--- config.mk ---
export PLATFORM = sky130hd
export DESIGN_NAME = rvb_xperm_seq
export DESIGN_NICKNAME = d
export VERILOG_FILES = /design/src/rtl/rvb_xperm_pkg.sv /design/src/rtl/rvb_xperm_lane.sv /design/src/rtl/rvb_xperm_seq.sv
export SDC_FILE = /design/constraint.sdc
export NUM_CORES = 1
export LEC_CHECK = 0
export CAP_MARGIN = 30
export CORE_ASPECT_RATIO = 1.1
export CORE_MARGIN = 2
export CORE_UTILIZATION = 50
export DETAILED_ROUTE_END_ITERATION = 8
export PLACE_DENSITY_LB_ADDON = 0.25
export SYNTH_ARGS = -nofsm -noshare
export SYNTH_HDL_FRONTEND = slang
export SYNTH_SLANG_ARGS = --single-unit
--- constraint.sdc ---
create_clock -name clk -period 6.85 [get_ports clk]
set_input_delay 1.7125 -clock clk [delete_from_list [all_inputs] [get_ports clk]]
set_output_delay 1.7125 -clock clk [all_outputs]
set_load 0.02 [all_outputs]
--- src/rtl/rvb_xperm_pkg.sv ---
// Shared definitions for the xperm permutation unit: op codes, FSM states and sizing helpers.
// Latency: none (package only).
// Backpressure: not applicable.
package rvb_xperm_pkg;

   localparam logic [1:0] OP_NIB  = 2'b00;
   localparam logic [1:0] OP_BYTE = 2'b01;
   localparam logic [1:0] OP_HALF = 2'b10;
   localparam logic [1:0] OP_WORD = 2'b11;

   typedef enum logic [1:0] {
      IDLE = 2'd0,
      BUSY = 2'd1,
      DONE = 2'd2
   } state_t;

   // log2 of the element size in bits: nibble=2, byte=3, half=4, word=5
   function automatic int sz_log2(input logic [1:0] op);
      return int'(op) + 2;
   endfunction

   // number of BUSY cycles needed to resolve all elements, never less than one
   function automatic int chunks(input logic [1:0] op, input int xlen, input int lanes);
      int n;
      int c;
      n = xlen >> sz_log2(op);
      c = (n + lanes - 1) / lanes;
      if (c < 1) c = 1;
      return c;
   endfunction

endpackage

--- src/rtl/rvb_xperm_lane.sv ---
// One crossbar lane: picks element idx of rs1 at a fixed element size, zero when idx is out of range.
// Latency: combinational.
// Backpressure: none, pure function of its inputs.
module rvb_xperm_lane #(
   parameter int XLEN = 32,
   parameter int SZ   = 4
) (
   input  logic [XLEN-1:0] rs1,
   input  logic [SZ-1:0]   idx,
   output logic [SZ-1:0]   elem
);
   localparam int N = XLEN / SZ;

   // compare the whole index against every legal position, so a large index can never wrap into range
   always_comb begin
      elem = '0;
      for (int j = 0; j < N; j++) begin
         if (idx == SZ'(j)) elem = rs1[j*SZ +: SZ];
      end
   end

endmodule

--- src/rtl/rvb_xperm_seq.sv ---
// Multi-cycle xperm.n/b/h/w unit resolving LANES elements per cycle; RVB_XPERM_WIDE_EN builds half/word support.
// Latency: result valid C = ceil(N/LANES) cycles after acceptance; one op in flight, new accept only from IDLE.
// Backpressure: result held in DONE until out_ready; kill drops the op, in_ready low while busy or holding.
module rvb_xperm_seq
   import rvb_xperm_pkg::*;
#(
   parameter int XLEN  = 32,
   parameter int LANES = 2
) (
   input  logic            clk,
   input  logic            rst,
   input  logic            in_valid,
   output logic            in_ready,
   input  logic [1:0]      in_op,
   input  logic [XLEN-1:0] in_rs1,
   input  logic [XLEN-1:0] in_rs2,
   input  logic            kill,
   output logic            out_valid,
   input  logic            out_ready,
   output logic [XLEN-1:0] out_res,
   output logic            out_err
);
`ifdef RVB_XPERM_WIDE_EN
   localparam int NSZ = 4;
`else
   localparam int NSZ = 2;
`endif
   localparam int CW = 5;

   state_t          state, state_n;
   logic [XLEN-1:0] rs1_q, rs2_q, acc, chunk_val;
   logic [1:0]      op_q;
   logic [CW-1:0]   cnt, last_cnt;
   logic            accept, step, last, bad_op;
   logic [XLEN-1:0] con [NSZ][LANES];

`ifdef RVB_XPERM_WIDE_EN
   assign bad_op = 1'b0;
`else
   // without the wide lanes, half/word ops are flagged instead of computed
   assign bad_op = op_q[1];
`endif

   assign last_cnt = CW'(chunks(op_q, XLEN, LANES) - 1);

   // one lane set per element size; each lane handles element cnt*LANES+l of the current chunk
   genvar s, l;
   for (s = 0; s < NSZ; s++) begin : g_sz
      localparam int SZ = 4 << s;
      localparam int N  = XLEN / SZ;
      for (l = 0; l < LANES; l++) begin : g_lane
         logic [15:0]   e;
         logic [SZ-1:0] idx, elem;
         assign e   = 16'(cnt) * 16'(LANES) + 16'(l);
         assign idx = SZ'(rs2_q >> (e * 16'(SZ)));
         rvb_xperm_lane #(.XLEN(XLEN), .SZ(SZ)) u_lane (
            .rs1  (rs1_q),
            .idx  (idx),
            .elem (elem)
         );
         assign con[s][l] = (e < 16'(N)) ? (XLEN'(elem) << (e * 16'(SZ))) : '0;
      end
   end

   // merge this cycle's lane outputs for the active element size
   always_comb begin
      chunk_val = '0;
      for (int ll = 0; ll < LANES; ll++) begin
         for (int ss = 0; ss < NSZ; ss++) begin
            if (int'(op_q) == ss) chunk_val = chunk_val | con[ss][ll];
         end
      end
   end

   // state register
   always_ff @(posedge clk or posedge rst) begin
      if (rst) state <= IDLE;
      else     state <= state_n;
   end

   // next state, handshake outputs and datapath strobes
   always_comb begin
      state_n   = state;
      in_ready  = 1'b0;
      out_valid = 1'b0;
      accept    = 1'b0;
      step      = 1'b0;
      last      = 1'b0;
      case (state)
         IDLE: begin
            in_ready = 1'b1;
            if (in_valid && !kill) begin
               accept  = 1'b1;
               state_n = BUSY;
            end
         end
         BUSY: begin
            if (kill) begin
               state_n = IDLE;
            end else begin
               step = 1'b1;
               if (cnt == last_cnt || bad_op) begin
                  last    = 1'b1;
                  state_n = DONE;
               end
            end
         end
         DONE: begin
            out_valid = 1'b1;
            if (kill || out_ready) state_n = IDLE;
         end
         default: state_n = IDLE;
      endcase
   end

   // operand capture, chunk accumulation and result load on the final chunk
   always_ff @(posedge clk or posedge rst) begin
      if (rst) begin
         rs1_q   <= '0;
         rs2_q   <= '0;
         op_q    <= '0;
         cnt     <= '0;
         acc     <= '0;
         out_res <= '0;
         out_err <= 1'b0;
      end else if (accept) begin
         rs1_q <= in_rs1;
         rs2_q <= in_rs2;
         op_q  <= in_op;
         cnt   <= '0;
         acc   <= '0;
      end else if (step) begin
         cnt <= cnt + 1'b1;
         acc <= acc | chunk_val;
         if (last) begin
            out_res <= bad_op ? '0 : (acc | chunk_val);
            out_err <= bad_op;
         end
      end
   end

endmodule

Yosys cells after proc, flatten, opt, wreduce, memory -nomap -nowiden
Index checks and enable logic that the tools add are counted.
{"block": "totals", "wordCells": 127, "register_bits": 138, "in_bits": 71}
{"block": "classes", "n_reduce_logical": 13, "n_lt_le_gt_ge": 5, "shifts": 9, "n_bitwise": 6, "mux": 52, "add_sub_neg": 7, "eq_ne": 27}
{"cell": "$mux W32", "n": 11}
{"cell": "$or A32 B32 Y32", "n": 4}
{"cell": "$mux W4", "n": 16}
{"cell": "$mux W8", "n": 8}
{"cell": "$add A32 B1 Y32", "n": 1}
{"cell": "$add A32 B3 Y32 const B", "n": 1}
{"cell": "$eq A4 B3 Y1 const B", "n": 8}
{"cell": "$eq A8 B2 Y1 const B", "n": 4}
{"cell": "$lt A32 B2 Y1 const B", "n": 1}
{"cell": "$shl A4 B16 Y32", "n": 1}
{"cell": "$shl A4 B8 Y32", "n": 1}
{"cell": "$shl A8 B10 Y32", "n": 1}
{"cell": "$shl A8 B9 Y32", "n": 1}
{"cell": "$shr A32 B10 Y8", "n": 1}
{"cell": "$shr A32 B16 Y4", "n": 1}
{"cell": "$shr A32 B8 Y4", "n": 1}
{"cell": "$shr A32 B9 Y8", "n": 1}
{"cell": "$shr A6 B3 Y32 const A", "n": 1}
{"cell": "$sub A32 B2 Y32 const B", "n": 1}
{"cell": "$eq A4 B2 Y1 const B", "n": 4}
{"cell": "$eq A8 B1 Y1 const B", "n": 2}
{"cell": "$logic_not A8 Y1", "n": 2}
{"cell": "$lt A16 B4 Y1 const B", "n": 1}
{"cell": "$mux W5", "n": 3}
{"cell": "25 further kinds", "n": 43}

Depth between registers and ports, before layout
{"block": "logic_depth", "word_depth": 22, "mapped_depth": 10}

Modules after synthesis
A second synthesis with hierarchy kept.
{"block": "unflattened", "cells_unflattened": 669, "hier_area_um2": 7519.7}
{"mod": "rvb_xperm_seq", "cells_per_inst": 481, "area_per_inst_um2": 6198.4, "n_inst": 1}
{"mod": "rvb_xperm_lane (g_sz[0].g_lane[0].u_lane ...)", "cells_per_inst": 74, "area_per_inst_um2": 397.9, "n_inst": 2}
{"mod": "rvb_xperm_lane (g_sz[1].g_lane[0].u_lane ...)", "cells_per_inst": 20, "area_per_inst_um2": 262.8, "n_inst": 2}

Worst setup path after synthesis
OpenSTA, ideal clock, no wires.
{"block": "synth_timing", "path_type": "in2reg", "startpoint": "input kill", "endpoint": "register out_res[10]", "path_slack_ns": 3.594, "required_time_ns": 6.767, "arrival_time_ns": 3.173, "setup_ns": 0.083, "cell_stages": 8, "cell_sequence": "nor2_1 -> and2_1 -> clkbuf_1 -> nand2_1 -> or2_2 -> buf_1 -> clkbuf_1 -> o21ai_0"}
{"block": "synth_between", "elab_chain_cells": 6, "elab_cells_between_ends": 10}
{"element": "start: declaration", "line_no": "rvb_xperm_seq.sv:17", "text": "input logic kill,"}
{"element": "$logic_not A1 Y1", "line_no": "rvb_xperm_seq.sv:92", "text": "if (in_valid && !kill) begin"}
{"element": "$logic_and A1 B1 Y1", "line_no": "rvb_xperm_seq.sv:92"}
{"element": "$mux W1", "line_no": "rvb_xperm_seq.sv:92"}
{"element": "$mux W1", "line_no": "rvb_xperm_seq.sv:89", "text": "case (state)"}
{"element": "$not A1 Y1 (no source line)"}
{"element": "$reduce_and A3 Y1 (no source line) (*)"}
{"element": "end signal: assignment", "line_no": "rvb_xperm_seq.sv:136", "text": "out_res <= bad_op ? '0 : (acc | chunk_val);"}
{"element": "end: declaration", "line_no": "rvb_xperm_seq.sv:20", "text": "output logic [XLEN-1:0] out_res,"}
Every way passes the cells marked *; elsewhere a longest branch is shown, timed or not.
A chain may end at the register's enable or synchronous reset.

Worst setup path after layout
{"block": "layout_timing", "startpoint": "input kill", "endpoint": "register out_res[25]"}
The elaborated chain is that of the path after synthesis.

==> results.md <==
- Final min period: 3.89 ns
- Synth Warn #: 0
- Post-CTS Resized: 0
- Final Hold Fails: 0
- Inserted Clock Buffers: 17
- Port bufs: 105
- Sw frac: 0.422
- Area of the core: 14900 um2
- Hold-fix buffers, CTS: 0
- Ratio of cells with drive above 1 in the final layout: 0.0877
- TritonCTS clock tree: done
- Initial Util: 0.505
- Clock sinks: 138
- Cell Area, Synth: 7520 um2
- Worst setup margin: 2.96 ns
- Worst Hold Endpoint: out_err
- Post-synth EDFFs: 0
- Post-DP Area: 8750 um2
- Switch Pwr: 1.53 mW
- Final setup violation count: 0
- Fin crit share: 0.569
- Worst Hold Depth: 2
- Worst hold start: out_err
- Syn Nets: 941
- Startpoint Class: primary input
- Final #Nets: 1028
- Mean area per synthesized cell: 8.65 um2
- CP Capture Type: flop
- GP Congestion: 0.961
- I/O Pins: 106
- P&R area growth vs syn: 24.1%
- DRT antenna net count: 0
- Vias after detailed routing: 7132
- Clock Power Share: 0.251
- Post-Place Worst Slack: 2.51 ns
- Unrepaired setup endpoints after global routing: no
- Global route overflow: 0
- Number of setup buffers added after CTS: 0
- Fmax: 0.257 GHz
- CTS root buffer: clkbuf_16
- Max-slew violations: 0
- Syn Inst Count: 869
- Worst R2R Start: cnt[1]
- Async S/R FF share, synth: 1.00
- Final core utilization: 0.627
- Sequential power share: 0.332
- Register area share after synthesis: 0.459
- Comb power frac: 0.417
- #FFs+latches synth: 138
- Hold WC Path Type: flop to flop
- DRC Markers: 0
- Number of global-route vias before repair: 6572
- Die Wd: 121 um
- First DRT Iteration DRCs: 895
- Reg2reg path depth: 7
- Crit path DAT: 4.17 ns
- Die area: 16000 um2
- Post-DP HPWL: 15500 um
- Critical path start-end classification: primary input to flop
- Die height: 133 um
- Critical Path RT: 7.13 ns
- GRT Total Usage: 0.282
- Power Density: 389 nW/um2
- First-pass detailed-route iteration total: 8
- Clock Pin Slew Worst Setup and Hold Paths: 0.06 ns
- Post-synth top flop: dfrtp_1
- Min Hold Slack: 0.471 ns
- Yosys cell types: 74
- H-tree depth: 4
- Clock Skew: 0.00835 ns
- Register-to-register path setup slack: 3.21 ns
- Diodes inserted: 0
- Setup TNS: 0 ns
- Fillcell total: 1297
- Slew of the pin with the lowest slew margin: 0.886 ns
- Rows: 47
- Largest net degree at the start of global routing: 73
- CP Max Fanout: 34
- LEAKAGE: 4.06 nW
- Internal cell power: 2.10 mW
- Initial antenna violation count: 0
- Status: complete, no violations
- First-pass GRT wire length: 35500 um
- Final WL: 21900 um
- Vias/cell: 6.12
- Maximum vdd drop: 0.000220 V
- Max-slew headroom: 0.407
- Max cap viols: 0
- Clock latency on the worst-skew pair: 0.43 ns
- Reg-to-Reg End: acc[17]
- Final instance area: 9330 um2
- CTS max path bufs: 2
- Drt wl/cell: 18.8 um
kinds of logic (layout without fill, tap and decap cells):
family / after synthesis / after routing / share of synthesized area
AND/OR/NAND/NOR: 403 / 403 / 0.239
AO/OA/AOI/OAI: 238 / 238 / 0.224
flip-flops: 138 / 138 / 0.459
buffers and inverters: 67 / 167 / 0.0374
multiplexers: 18 / 18 / 0.0346
XOR/XNOR: 4 / 4 / 0.00466
adder cells (fa/ha/maj): 1 / 1 / 0.00166
cell usage after synthesis (3+ instances only):
cell,n,area share
buf_2,9,0.0060
or2_2,5,0.0042
a222oi_1,5,0.0067
a31o_2,4,0.0047
o22ai_1,3,0.0025
a211oi_1,10,0.010
nor3_1,12,0.0080
dfrtp_1,138,0.46
o21ai_0,44,0.029
mux2i_1,5,0.0067
a221o_1,8,0.011
nand2_1,264,0.13
o21a_1,5,0.0050
o21ai_1,6,0.0040
inv_1,14,0.0070
nor2_1,38,0.019
nand3_1,21,0.014
clkbuf_1,39,0.019
o221a_2,4,0.0060
a31oi_1,5,0.0042
o211ai_1,5,0.0050
and3_1,8,0.0067
mux4_2,4,0.012
a21oi_1,59,0.039
a22oi_1,8,0.0080
o21bai_1,4,0.0040
o221ai_1,5,0.0058
nand2b_1,7,0.0058
and2_1,9,0.0075
o31ai_1,5,0.0050
mux2_2,6,0.0090
a221oi_1,15,0.017
buf_4,3,0.0030
a32oi_1,8,0.0093
nand4_1,7,0.0058
a32o_1,5,0.0067
a311oi_1,5,0.0058
nor4_1,4,0.0033
nor3b_1,10,0.010
xor2_1,4,0.0047
a22o_1,8,0.0093
sequential cells by signal, summed over array words and instances, names as in the netlist:
| signal | cells |
|---|---|
| acc | 32 |
| out_res | 32 |
| rs1_q | 32 |
| rs2_q | 32 |
| cnt | 5 |
| op_q | 2 |
| state | 2 |
| out_err | 1 |
worst max-delay path by stage:
stage                        endpoint  from  depth (start not counted)  slack, ns
after floorplan                acc[0]   rst                          1       1.44
final                     out_res[25]  kill                          8       2.96
after detailed placement  out_res[25]  kill                          8       2.51
after global placement      rs1_q[21]  kill                          6       2.31
after global routing      out_res[27]  kill                          7       2.76
after CTS                 out_res[25]  kill                          8       2.96
per-layer routing:
| metal | global-route usage | routed length (um) | share of wire | vias to the layer above |
|---|---|---|---|---|
| met3 | 0.0625 | 1900 | 0.087 | 67 |
| met5 | 0 | 0 | 0 | - |
| met2 | 0.433 | 10000 | 0.46 | 387 |
| met4 | 0.105 | 709 | 0.032 | 0 |
| li1 | - | - | - | 3318 |
| met1 | 0.393 | 9240 | 0.42 | 3360 |
cell usage in the layout (no fill, tap or decap), drive strengths merged, types with 9 or more instances in the layout:
| master | count |
|---|---|
| buf | 16 |
| a21oi | 60 |
| clkdlybuf4s50 | 105 |
| and2 | 9 |
| nand2 | 264 |
| dfrtp | 138 |
| nor3b | 10 |
| clkbuf | 19 |
| a221oi | 17 |
| nand3 | 21 |
| a211oi | 11 |
| nor2 | 38 |
| nor3 | 12 |
| inv | 16 |
| o21ai | 50 |
stage by stage:
stage / cells / power (mW)
final: 1165 / 3.63
after global placement: 1127 / 2.66
after global routing: 1165 / 3.81
after CTS: 1165 / 3.59
after floorplan: 869 / 2.20
after detailed placement: 1133 / 2.68
power groups by stage:
stage / registers, mW / clock network [mW] / logic (mW)
2_1_floorplan: 1.16 / 0 / 1.04
3_3_place_gp: 1.21 / 0 / 1.45
3_5_place_dp: 1.21 / 0 / 1.47
4_1_cts: 1.20 / 0.915 / 1.48
5_1_grt: 1.23 / 0.948 / 1.64
6_report: 1.20 / 0.909 / 1.51
worst max-delay path, cell delays in order:
cell	delay (ns)
clkdlybuf4s50_1	0.42
nor2_1	0.22
and2_1	0.17
buf_4	0.34
nand2_1	0.48
buf_4	0.39
a211oi_1	0.30
o22ai_1	0.12
layout make-up:
type                       instances  area (um2)  area share
timing repair buffer             121        1190       0.128
multi-input combinational        664        3800       0.407
tap                              196         245      0.0263
sequential                       138        3450       0.370
clock inverter                    13         146      0.0157
inverter                          14        55.1     0.00590
clock buffer                      19         433      0.0464
(Power assumes the default switching activity.)
==> edit 1: new RTL, same settings <==
The option `RVB_XPERM_WIDE_EN` is turned on by a define.
--- a/src/rtl/rvb_xperm_seq.sv
+++ b/src/rtl/rvb_xperm_seq.sv
@@ -2,4 +2,6 @@
 // Latency: result valid C = ceil(N/LANES) cycles after acceptance; one op in flight, new accept only from IDLE.
 // Backpressure: result held in DONE until out_ready; kill drops the op, in_ready low while busy or holding.
+`define RVB_XPERM_WIDE_EN
+
 module rvb_xperm_seq
    import rvb_xperm_pkg::*;
Behaviour: not the same (Yosys sat finds a counterexample within 4 cycles, from zero or initial values and one cycle with rst high).
==> edit 1 against the unedited design <==
Worst setup slack improved by 0.045 ns; sequential cell count fell by 1; power rose by 55%; clock power grew 5.3%; cell area rose by 11%; area after synthesis up 15%; routed wire length grew 54%; count of clock-buffer cells in the layout unchanged; largest power group unchanged.
==> edit 1: results (changes against the unedited design) <==
Critical path
  – CP max-delay cell: nor3_1 (was nand2_1)
  – Reg2reg path depth: 8 (was 7)
  – R2R Path Start: cnt[0] (was cnt[1])
  – R2R Path End: acc[9] (was acc[17])
  – CP Class: flip-flop to flip-flop (was primary input to flip-flop)
  – Worst R2R Setup Slack: 3.00 ns (was 3.21 ns)
  – Max incr delay on CP: 0.94 ns (was 0.48 ns)
  – Family with the most delay on the worst path: simple AND/OR/NAND/NOR gates (was buffers and inverters)
  – CP max FO: 23 (was 34)

Global routing
  – GRT Overall Usage: 0.381 (was 0.282)
  – First-pass GRT wire length: 51900 um (was 35500 um)
  – Largest net degree at the start of global routing: 93 (was 73)
  – Vias in the first global route: 8747 (was 6572)

Synthesis
  – Post-synth ARST share: 1.00 (unchanged)
  – Mapped Cells: 1020 (was 869)
  – Synth top area cells: dfrtp_1 (40%), nand2_1 (8.8%), o21ai_0 (4.2%), nand3_1 (4.0%), mux2_2 (3.4%) (was dfrtp_1 (46%), nand2_1 (13%), a21oi_1 (3.9%), o21ai_0 (2.9%), clkbuf_1 (1.9%))
  – Syn_nets: 1094 (was 941)
  – Most instantiated cells after synthesis: nand2_1 (203), dfrtp_1 (137), o21ai_0 (72), nand3_1 (69), nor2_1 (62) (was nand2_1 (264), dfrtp_1 (138), a21oi_1 (59), o21ai_0 (44), clkbuf_1 (39))
  – Synth warn: 1 (was 0)
  – Yosys cell types: 87 (was 74)
  – Sequential share of the synthesized area: 0.397 (was 0.459)

Layout
  – Layout cell share with drive strength beyond 1: 0.102 (was 0.0877)
  – Multi-input gate count: 784 (was 664)
  – Layout net count: 1158 (was 1028)
  – ClkCell Share: 0.0579 (was 0.0621)
  – Non-Clock Buffer Area Fraction: 0.112 (was 0.128)
  – Multi-input combinational area share: 0.463 (was 0.407)
  – Seq area share: 0.330 (was 0.370)
  – Nonclk buf count: 120 (was 121)
  – Number of non-clock inverters in the layout: 24 (was 14)

Clocking
  – Clk sinks: 137 (was 138)

Hold path
  – WHS Endpoint: rs2_q[15] (was out_err)
  – Hold path start: rs2_q[15] (was out_err)

Pwr
  – Maximum vdd drop: 0.000311 V (was 0.000220 V)
  – Static leakage: 4.43 nW (was 4.06 nW)

Placed design
  – Post-DP HPWL: 25200 um (was 15500 um)
  – Placed Cells: 1299 (was 1133)
  – Port Buffers: 104 (was 105)
  – GPL Wtd Cong: 1.07 (was 0.961)

Routing
  – WL/cell: 25.4 um (was 18.8 um)
  – DR vias/cell: 6.62 (was 6.12)
  – Post-Route WL: 33700 um (was 21900 um)
  – Total iterations of the first detailed-routing run: 7 (was 8)
  – Initial detailed-routing violation count: 1191 (was 895)

STA
  – Relative slew slack: 0.362 (was 0.407)

Outcome
  – Status: completed (unchanged)
[edit 1: changes by cell type in the layout (fill, tap and decap cells not counted), moves of 12 or more]
cell and change:
nand3_1 +49, mux2i_1 +12, mux2_2 +20, nand2_1 -61
nor2_1 +24, o21ai_0 +28
[edit 1: through the flow]
| stage | utilization | instance area (um^2) | hold WS (ns) | worst slack (ns) |
|---|---|---|---|---|
| 4_1_cts | 0.613 | 10400 | 0.502 | 3.09 |
| 3_3_place_gp | 0.577 | 9770 | 0.467 | 2.70 |
| 3_5_place_dp | 0.577 | 9790 | 0.485 | 2.64 |
| 2_1_floorplan | - | 8640 | 0.452 | 1.47 |
| 6_report | 0.613 | 10400 | 0.498 | 3.00 |
| 5_1_grt | 0.613 | 10400 | 0.529 | 2.86 |
[edit 1: logic make-up after synthesis]
logic type,after synthesis,share of synthesized area
compound gates,285,0.233
xor+xnor,5,0.00507
fa+ha+maj,3,0.00435
flops,137,0.397
other cells,1,0.000434
mux,48,0.0653
simple gates,442,0.245
buf+inv,99,0.0494
[edit 1: power breakdown]
part	switching, mW	internal, mW	leakage [nW]
Sequential	0.555	1.13	1.77
Combinational	1.91	1.06	2.37
Clock	0.400	0.558	0.289
Total	2.86	2.75	4.43
[edit 1: routing by layer]
layer,vias to the layer above,GRT usage,routed length [um]
met3,158,0.0694,2690
met4,0,0.240,2390
met5,-,0,0
met1,4235,0.476,12800
met2,538,0.608,15900
li1,3886,-,-
[edit 1: worst reg2reg max path: stages (launching register included)]
cell      delay, ns
dfrtp_1        0.73
buf_4          0.40
nor2_1         0.27
nand4b_1       0.71
nor3_1         0.95
a221oi_1       0.17
nand4b_1       0.16
a31oi_1        0.09
o21ai_0        0.26
==> edit 2: new RTL, same settings <==
Made on the original files. Reset style: synchronous (`rst`), changed in 2 clocked blocks.
--- a/src/rtl/rvb_xperm_seq.sv
+++ b/src/rtl/rvb_xperm_seq.sv
@@ -74,5 +74,5 @@
 
    // state register
-   always_ff @(posedge clk or posedge rst) begin
+   always_ff @(posedge clk) begin
       if (rst) state <= IDLE;
       else     state <= state_n;
@@ -115,5 +115,5 @@
 
    // operand capture, chunk accumulation and result load on the final chunk
-   always_ff @(posedge clk or posedge rst) begin
+   always_ff @(posedge clk) begin
       if (rst) begin
          rs1_q   <= '0;
Function: differs if rst is asserted again (counterexample within 4 cycles, from zero or initial values and one cycle with rst high); with rst held inactive, the same outputs for 4 cycles.
==> edit 2 against the unedited design <==
First-iteration DRC count fell by 47%; cell area down 6.7%; worst setup slack gained 0.071 ns; register-to-register slack better by 0.14 ns; area after synthesis fell by 6.7%; routed wire length fell by 9.5%; global-route usage down 0.70 points; sequential share of layout area is 5.3 points lower; sequential cell count unchanged; maximum frequency is 1.9% higher.
Power is not compared: it rests on default switching activity, and its combinational part moved more than twofold at a synthesized area within 25%.
==> edit 2: results (changes against the unedited design) <==
Global routing
  – GRT Overall Usage: 0.275 (was 0.282)
  – Met1 Use GR: 0.365 (was 0.393)
  – First-pass GRT wire length: 32000 um (was 35500 um)
  – GR Util met2: 0.433 (about the same)
  – Met3 usage: 0.0444 (was 0.0625)
  – Vias in the first global route: 6205 (was 6572)

Routing
  – Met2 wire length: 9270 um (was 10000 um)
  – Total iterations of the first detailed-routing run: 5 (was 8)
  – Initial detailed-routing violation count: 477 (was 895)
  – Metal3 WL: 1160 um (was 1900 um)
  – DR vias/cell: 5.91 (was 6.12)
  – Met1 WL: 8660 um (was 9240 um)

STA
  – Worst Max-Slew Pin Slew: 1.02 ns (was 0.886 ns)
  – Worst Skew: 0.00991 ns (was 0.00835 ns)

Layout
  – Layout cell share with drive strength beyond 1: 0.0947 (was 0.0877)
  – Filler instances: 1240 (was 1297)
  – Layout net count: 989 (was 1028)
  – Final cell count without fillers: 1117 (was 1165)

Placed design
  – Dpl cell area: 8120 um^2 (was 8750 um^2)
  – Placed Cells: 1086 (was 1133)
  – Post-DP HPWL: 14000 um (was 15500 um)

Synthesis
  – Sequential share of the synthesized area: 0.394 (was 0.459)
  – Compound-Gate Fraction of Synth Area: 0.268 (was 0.224)
  – Post-synth ARST share: 0 (was 1.00)
  – Syn_nets: 915 (was 941)
  – Synthesized area per cell: 8.32 um^2 (was 8.65 um^2)
  – Post-Synth XOR/XNOR Area: 0.00625 (was 0.00466)
  – Adder-cell area share of the yosys netlist: 0.00178 (was 0.00166)

Critical path
  – CP max-delay cell: nor3_2 (was nand2_1)
  – CP max FO: 39 (was 34)
  – R2R Path End: out_res[28] (was acc[17])
  – Family with the most delay on the worst path: simple AND/OR/NAND/NOR gates (was buffers and inverters)
  – Worst R2R Setup Slack: 3.35 ns (was 3.21 ns)
  – Max incr delay on CP: 0.79 ns (was 0.48 ns)

Hold path
  – WHS Endpoint: out_res[21] (was out_err)

Outcome
  – Status: completed (unchanged)

Pwr
  – Power Dens Cells: 225 nW/um^2
==> edit 2: per-stage QoR <==
stage	utilization	hold slack, ns	setup slack, ns
finish	0.633	0.452	3.03
global route	0.633	0.472	2.71
detailed placement	0.591	0.444	2.63
floorplan	-	0.441	3.73
global placement	0.589	0.437	2.71
CTS	0.633	0.457	3.05
==> edit 2: final cells by class <==
class | instances | area, um^2 | share of cell area
Inverter | 23 | 86.3 | 0.00992
Multi-Input combinational cell | 622 | 3900 | 0.449
Sequential cell | 138 | 2760 | 0.318
Clock buffer | 20 | 457 | 0.0525
Tap cell | 188 | 235 | 0.0270
Timing Repair Buffer | 115 | 1130 | 0.130
Clock inverter | 11 | 121 | 0.0140
==> edit 2: worst max path at each step <==
stage	from	to	slack [ns]	depth (start not counted)
detailed placement	kill	out_res[31]	2.63	8
floorplan	kill	out_res[17]	3.73	6
global route	kill	out_res[31]	2.71	8
finish	kill	out_res[31]	3.03	8
CTS	kill	out_res[31]	3.05	8
global placement	kill	out_res[19]	2.71	7
